[src/rtl/alu_cmd_issuer.sv]
// Command issuer for a 4-bit combinational ALU: registers operands/select, captures
// the result one cycle later into an in-order FIFO. Optional flags: `ALU_FLAGS_EN.
module alu_cmd_issuer #(
    parameter int DEPTH = 4
) (
    input  logic       clk,
    input  logic       rst,
    input  logic       cmd_valid,
    output logic       cmd_ready,
    input  logic [3:0] cmd_a,
    input  logic [3:0] cmd_b,
    input  logic [2:0] cmd_op,
    output logic [3:0] alu_a,
    output logic [3:0] alu_b,
    output logic [2:0] alu_sel,
    input  logic [3:0] alu_y,
    output logic       rsp_valid,
    input  logic       rsp_ready,
    output logic [3:0] rsp_y,
    output logic [2:0] rsp_op,
    output logic       rsp_err
`ifdef ALU_FLAGS_EN
   ,output logic       rsp_z,
    output logic       rsp_c
`endif
);

    localparam int PTR_W = $clog2(DEPTH);
    localparam int CNT_W = $clog2(DEPTH) + 1;
    localparam logic [CNT_W-1:0] DEPTH_C = CNT_W'(DEPTH);
    localparam logic [2:0] OP_ADD = 3'b000;
    localparam logic [2:0] OP_SUB = 3'b001;
    localparam logic [2:0] OP_XOR = 3'b100;

    typedef enum logic {IDLE, ISSUE} state_t;

    state_t           state_q, state_d;
    logic [3:0]       a_q, a_d, b_q, b_d;
    logic [2:0]       sel_q, sel_d;
    logic [PTR_W-1:0] wr_ptr_q, wr_ptr_d, rd_ptr_q, rd_ptr_d;
    logic [CNT_W-1:0] cnt_q, cnt_d;
    logic             push, pop, accept, err_now;

    logic [3:0]       mem_y   [DEPTH];
    logic [2:0]       mem_op  [DEPTH];
    logic             mem_err [DEPTH];
`ifdef ALU_FLAGS_EN
    logic             mem_z   [DEPTH];
    logic             mem_c   [DEPTH];
    logic [4:0]       sum_ext;
    logic             z_now, c_now;
`endif

    always_ff @(posedge clk or posedge rst) begin
        if (rst) begin
            state_q  <= IDLE;
            a_q      <= '0;
            b_q      <= '0;
            sel_q    <= '0;
            wr_ptr_q <= '0;
            rd_ptr_q <= '0;
            cnt_q    <= '0;
        end else begin
            state_q  <= state_d;
            a_q      <= a_d;
            b_q      <= b_d;
            sel_q    <= sel_d;
            wr_ptr_q <= wr_ptr_d;
            rd_ptr_q <= rd_ptr_d;
            cnt_q    <= cnt_d;
        end
    end

    // Issue FSM: accept in IDLE, push the settled ALU result as ISSUE ends.
    always_comb begin
        state_d   = state_q;
        a_d       = a_q;
        b_d       = b_q;
        sel_d     = sel_q;
        cmd_ready = 1'b0;
        accept    = 1'b0;
        push      = 1'b0;
        case (state_q)
            IDLE: begin
                cmd_ready = !rst && (cnt_q < DEPTH_C);
                accept    = cmd_valid && !rst && (cnt_q < DEPTH_C);
                if (accept) begin
                    a_d     = cmd_a;
                    b_d     = cmd_b;
                    sel_d   = cmd_op;
                    state_d = ISSUE;
                end
            end
            ISSUE: begin
                push    = 1'b1;
                state_d = IDLE;
            end
            default: state_d = IDLE;
        endcase
    end

    assign rsp_valid = (cnt_q != '0);
    assign pop       = rsp_valid && rsp_ready;
    assign err_now   = (sel_q > OP_XOR);

    always_comb begin
        wr_ptr_d = push ? wr_ptr_q + PTR_W'(1) : wr_ptr_q;
        rd_ptr_d = pop  ? rd_ptr_q + PTR_W'(1) : rd_ptr_q;
        case ({push, pop})
            2'b10:   cnt_d = cnt_q + CNT_W'(1);
            2'b01:   cnt_d = cnt_q - CNT_W'(1);
            default: cnt_d = cnt_q;
        endcase
    end

`ifdef ALU_FLAGS_EN
    always_comb begin
        sum_ext = {1'b0, a_q} + {1'b0, b_q};
        z_now   = (alu_y == 4'h0);
        c_now   = 1'b0;
        if (sel_q == OP_ADD)
            c_now = sum_ext[4];
        else if (sel_q == OP_SUB)
            c_now = (a_q < b_q);
    end
`endif

    // Result storage carries no reset; validity is tracked by the pointers/count.
    always_ff @(posedge clk) begin
        if (push) begin
            mem_y[wr_ptr_q]   <= alu_y;
            mem_op[wr_ptr_q]  <= sel_q;
            mem_err[wr_ptr_q] <= err_now;
`ifdef ALU_FLAGS_EN
            mem_z[wr_ptr_q]   <= z_now;
            mem_c[wr_ptr_q]   <= c_now;
`endif
        end
    end

    assign alu_a   = a_q;
    assign alu_b   = b_q;
    assign alu_sel = sel_q;
    assign rsp_y   = rsp_valid ? mem_y[rd_ptr_q]   : 4'h0;
    assign rsp_op  = rsp_valid ? mem_op[rd_ptr_q]  : 3'b000;
    assign rsp_err = rsp_valid ? mem_err[rd_ptr_q] : 1'b0;
`ifdef ALU_FLAGS_EN
    assign rsp_z   = rsp_valid ? mem_z[rd_ptr_q]   : 1'b0;
    assign rsp_c   = rsp_valid ? mem_c[rd_ptr_q]   : 1'b0;
`endif

endmodule

[config.mk]
export PLATFORM = sky130hd
export DESIGN_NAME = alu_cmd_issuer
export DESIGN_NICKNAME = d
export VERILOG_FILES = /design/src/rtl/alu_cmd_issuer.sv
export SDC_FILE = /design/constraint.sdc
export NUM_CORES = 1
export LEC_CHECK = 0
export CAP_MARGIN = 25
export CORE_UTILIZATION = 40
export CTS_CLUSTER_DIAMETER = 60
export DETAILED_ROUTE_END_ITERATION = 10
export SYNTH_ARGS = -nofsm -noshare
export SYNTH_HDL_FRONTEND = slang
export SYNTH_SLANG_ARGS = --single-unit
[constraint.sdc]
create_clock -name clk -period 2.7 [get_ports clk]
set_clock_uncertainty 0.15 [all_clocks]
set_input_delay 0.405 -clock clk [delete_from_list [all_inputs] [get_ports clk]]
set_output_delay 0.405 -clock clk [all_outputs]
set_load 0.02 [all_outputs]
[Word-level counts from Yosys, hierarchy flattened]
Memory sizes are Yosys's and may differ from the RTL's.
Index checks and enable logic that the tools add are counted.
Cells by class
  equal/unequal tests: 2
  mux-type cells: 10
  add/sub/neg operators: 4
  magnitude comparators: 2
  bitwise operators: 1
  reduce and logical (&&, ||, !) cells: 8
Operators with widths (number)
  2-to-1 mux 1 bit: 6
  one-hot mux 3 bit (2 select lines): 1
  adder 2 x 1 -> 2 bit, second input constant: 2
  logical AND 1 bit: 4
  2-to-1 mux 4 bit: 1
  adder 3 x 1 -> 3 bit, second input constant: 1
  greater-than comparator 3 bit, second input constant: 1
  < comparator 3 bit, second input constant: 1
  2-to-1 mux 3 bit: 1
  nonzero test 3 bit: 1
  subtractor 3 x 1 -> 3 bit, second input constant: 1
  == test 2 x 1 -> 1 bit, second input constant: 1
  == test 2 bit, second input constant: 1
  one-hot mux 1 bit (2 select lines): 1
  AND reduction 2 bit: 1
  nonzero test 2 bit: 1
  zero test 1 bit: 1
  NOT 1 bit: 1
Word-level totals
  word-level logic and storage cells: 37
  output and inout bits: 21
  memories: 3
  input port bits: 19
  bits in registers: 19
  memory bits (writable): 32
Memories
  mem_y: words 4, width 4, rd ports 1, clocked after memory_dff 0, write ports 1, line 44  | logic [3:0] mem_y [DEPTH];
  mem_op: words 4, width 3, rd ports 1, clocked after memory_dff 0, write ports 1, line 45  | logic [2:0] mem_op [DEPTH];
  mem_err: words 4, width 1, rd ports 1, clocked after memory_dff 0, write ports 1, line 46  | logic mem_err [DEPTH];

[Logic depth before layout (Yosys ltp)]
  word-level depth: 5
  gate-level depth with buffers: 8
  depth with buffers taken out: 8

[Least setup slack after synthesis]
OpenSTA, ideal clock, no wires.
  path type: register to register
  start: register cnt_q[2]
  end: register cnt_q[2]
  required time: 2424 ps
  clock period less this slack: 1956 ps
  slack: 744 ps
  setup time: 126 ps
  cell stages (with the launch flop): 9
  buffers on the path: 0
  arrival time: 1680 ps
  cell sequence: dfrtp_1 or3_1 and2_1 ha_1 inv_1 fa_1 xor2_1 nor2_1 xor2_1
Between the ends
  longest elaborated chain between the ends: 4
  elaborated cells on any way between the ends: 8
  those cells by class: add/sub: 2; eq/ne: 2; mux: 1; reduce/logical: 3
RTL lines
  start, declared: line 41  | logic [CNT_W-1:0] cnt_q, cnt_d;
  start signal, assigned: line 70  | cnt_q <= cnt_d;
  parallel branches: the longest is 4 deep, another holds subtractor 3 x 1 -> 3 bit
Parallel ways; which one is timed is not known.
A chain may end at the register's enable or synchronous reset.

[Worst setup path in the final report]
  start: register rd_ptr_q[0]
  end: output port rsp_op[0]
Between the ends
  longest elaborated chain between the ends: 2
RTL lines
  start, declared: line 40  | logic [PTR_W-1:0] wr_ptr_q, wr_ptr_d, rd_ptr_q, rd_ptr_d;
  start signal, assigned: line 69  | rd_ptr_q <= rd_ptr_d;
  memory read (4 x 3 bit)
  2-to-1 mux 3 bit: line 145  | assign rsp_op = rsp_valid ? mem_op[rd_ptr_q] : 3'b000;
  end, declared: line 20  | output logic [2:0] rsp_op,
Every way passes these cells.

==> results.json <==
{
  "status": "finished clean",
  "mappedNetlistArea_um2": 2158,
  "power_leakage_uw": 0.001067,
  "cts_buffers": 5,
  "setup_viol": 0,
  "relSlewSlack_pct": 50.48,
  "wl_mm": 3.536,
  "gr-usage-met3_pct": 2.778,
  "worstPathMaxFanout": 5,
  "cts_tree": "done",
  "final_common_cell": "clkdlybuf4s50_1",
  "dp_hpwl_mm": 2.374,
  "rows": 26,
  "dp_slack_ps": 137.8,
  "final_core_util_pct": 53.07,
  "synth_top_area_share_pct": 44.52,
  "coreArea_um2": 5140,
  "grt-ovfl-total": 0,
  "grt_pass1_vias": 1134,
  "fmax_ghz": 0.3834,
  "port_buffers": 39,
  "ys_types": 26,
  "first_iter_violations": 40,
  "die_w_um": 75.46,
  "antenna_found_initial": 0,
  "htreeDepth": 2,
  "postRouteAntennaNets": 0,
  "ys_seq_elements": 51,
  "cts_root_buffer": "clkbuf_8",
  "synth_cells": 116,
  "ys_warn_count": 0,
  "start_util_pct": 41.99,
  "final_cell_area_um2": 2728,
  "drv_cap": 0,
  "synth_area_leaders": "edfxtp_1 45%, dfrtp_1 22%, mux2_4 6.3%",
  "power.density_nw_per_um2": 1070,
  "vias_per_cell": 4.736,
  "worstPathRequired_ps": 2140,
  "fin_setup_tns_ps": 0,
  "fillers": 444,
  "die_h_um": 75.46,
  "syn_to_final_growth_pct": 26.38,
  "worst_slew_pin_slew_ps": 742.0,
  "worstHoldPathType": "flop to flop",
  "drc": 0,
  "drt_pass1_iterations": 4,
  "arrival_ps": 2050,
  "vias": 1094,
  "layout_setup_ws_ps": 91.54,
  "synthesis.nets": 141,
  "grt_busiest_layer": "met2",
  "grt_pass1_wl_mm": 5.540,
  "diodes": 0,
  "mostFrequentLayoutCells": "36 x clkdlybuf4s50_1, 32 x edfxtp_1, 18 x dfrtp_1, 9 x mux2_4, 9 x and2_1",
  "maxSlewViolCount": 0,
  "clk_path_buf_depth": 2,
  "gp_congestion": 0.6164,
  "final_nets": 185,
  "synth-seq-area-share_pct": 66.55,
  "grt_max_degree": 20,
  "drive_gt1_share_pct": 19.88,
  "grtUsageMet1_pct": 17.81,
  "ctsHoldBuffers": 0,
  "grt_setup_unrepaired": "no",
  "clk_pin_slew_ps": 90,
  "clock_latency_ps": 300,
  "crit_type": "flop to primary output",
  "yosysTopAreaCell": "edfxtp_1",
  "cts_sinks": 51,
  "min_period_ps": 2608,
  "dieArea_um2": 5693,
  "finalPower_uw": 2917,
  "cp-start-kind": "flop",
  "wire_per_inst_um": 15.31,
  "r2r_setup_slack_ps": 390,
  "vdd.ir_drop.worst_mv": 0.5957,
  "synth_area_per_cell_um2": 18.61,
  "fin_crit_sh_pct": 96.61,
  "end_kind": "primary output",
  "hold_violations": 0,
  "placed_cell_area_um2": 2585,
  "grt_use_total_pct": 13.92,
  "ios": 40,
  "grtUsageMet2_pct": 23.41
}
[state kept, by name, indices dropped and copies added, names as in the netlist]
name and count:
wr_ptr_q 2, state_q 1, alu_b 4, mem_op 12, alu_a 4, cnt_q 3
mem_err 4, rd_ptr_q 2, alu_sel 3, mem_y 16
[stage by stage]
step                instances  hold WS (ps)
finish                    231         350.4
global placement          220         324.6
global route              231         380.0
floorplan                 116         206.1
CTS                       231         351.8
detailed placement        220         335.0
[path summary, 6_finish.rpt]
path | to | from | cells after the start
worst max-delay path | rsp_op[0] | rd_ptr_q[0]$_DFFE_PP0N_ | 4
worst min-delay path | cnt_q[0]$_DFFE_PP0P_ | cnt_q[0]$_DFFE_PP0P_ | 1
worst max register to register | cnt_q[2]$_DFFE_PP0P_ | cnt_q[2]$_DFFE_PP0P_ | 8
worst min register to register | cnt_q[0]$_DFFE_PP0P_ | cnt_q[0]$_DFFE_PP0P_ | 1
max in group asynchronous | rd_ptr_q[0]$_DFFE_PP0N_ | rst | 2
min in group asynchronous | cnt_q[0]$_DFFE_PP0P_ | rst | 2
[cell families after synthesis]
logic type      Yosys count  synth area share, %
flops                    51                66.55
mux                      20                16.99
simple gates             19                6.029
buf+inv                  12                3.594
xor+xnor                  6                2.435
fa+ha+maj                 6                3.826
compound gates            2               0.5796
[layout make-up]
type,count,area (µm²),area share (%)
clock buffer,6,82.58,3.028
clock inverter,2,16.27,0.5963
inverter,7,26.28,0.9633
multi-input combinational,53,644.4,23.62
sequential,51,1438,52.71
tap,70,87.58,3.211
timing repair buffer,42,432.9,15.87
[synth_stat cells, drive strengths merged]
master and number:
and2 14, mux2 11, inv 7, buf 4
xnor2 2, nand3 1, xor2 4, ha 5
clkbuf 1, o21ai 1, mux4 8, nand2 1
nor2 1, or3 1, fa 1, o21a 1
dfrtp 19, mux2i 1, nor3 1, edfxtp 32
[report_power, final]
group          total [µW]  internal [µW]  switching, µW
logic                1250            704            543
clock network         454            209            245
registers            1220           1050            165
total                2920           1960            953
[metal layers]
layer	part of all wire (%)	vias to the layer above
li1	-	505
met1	44	543
met4	1.4	0
met5	0	-
met2	51	38
met3	4.0	8
[worst max-delay path, cell delays in order (launching register included)]
cell	delay, ps
dfrtp_2	400
buf_12	120
mux4_1	530
and2_1	170
clkdlybuf4s50_1	520
[timing repair]
| action | in CTS | in global routing |
|---|---|---|
| endpoints found under the setup margin | 8 | 3 |
| setup buffers | 3 | 0 |
| resized for setup | 1 | 3 |
Power figures use the tool's default switching activity.
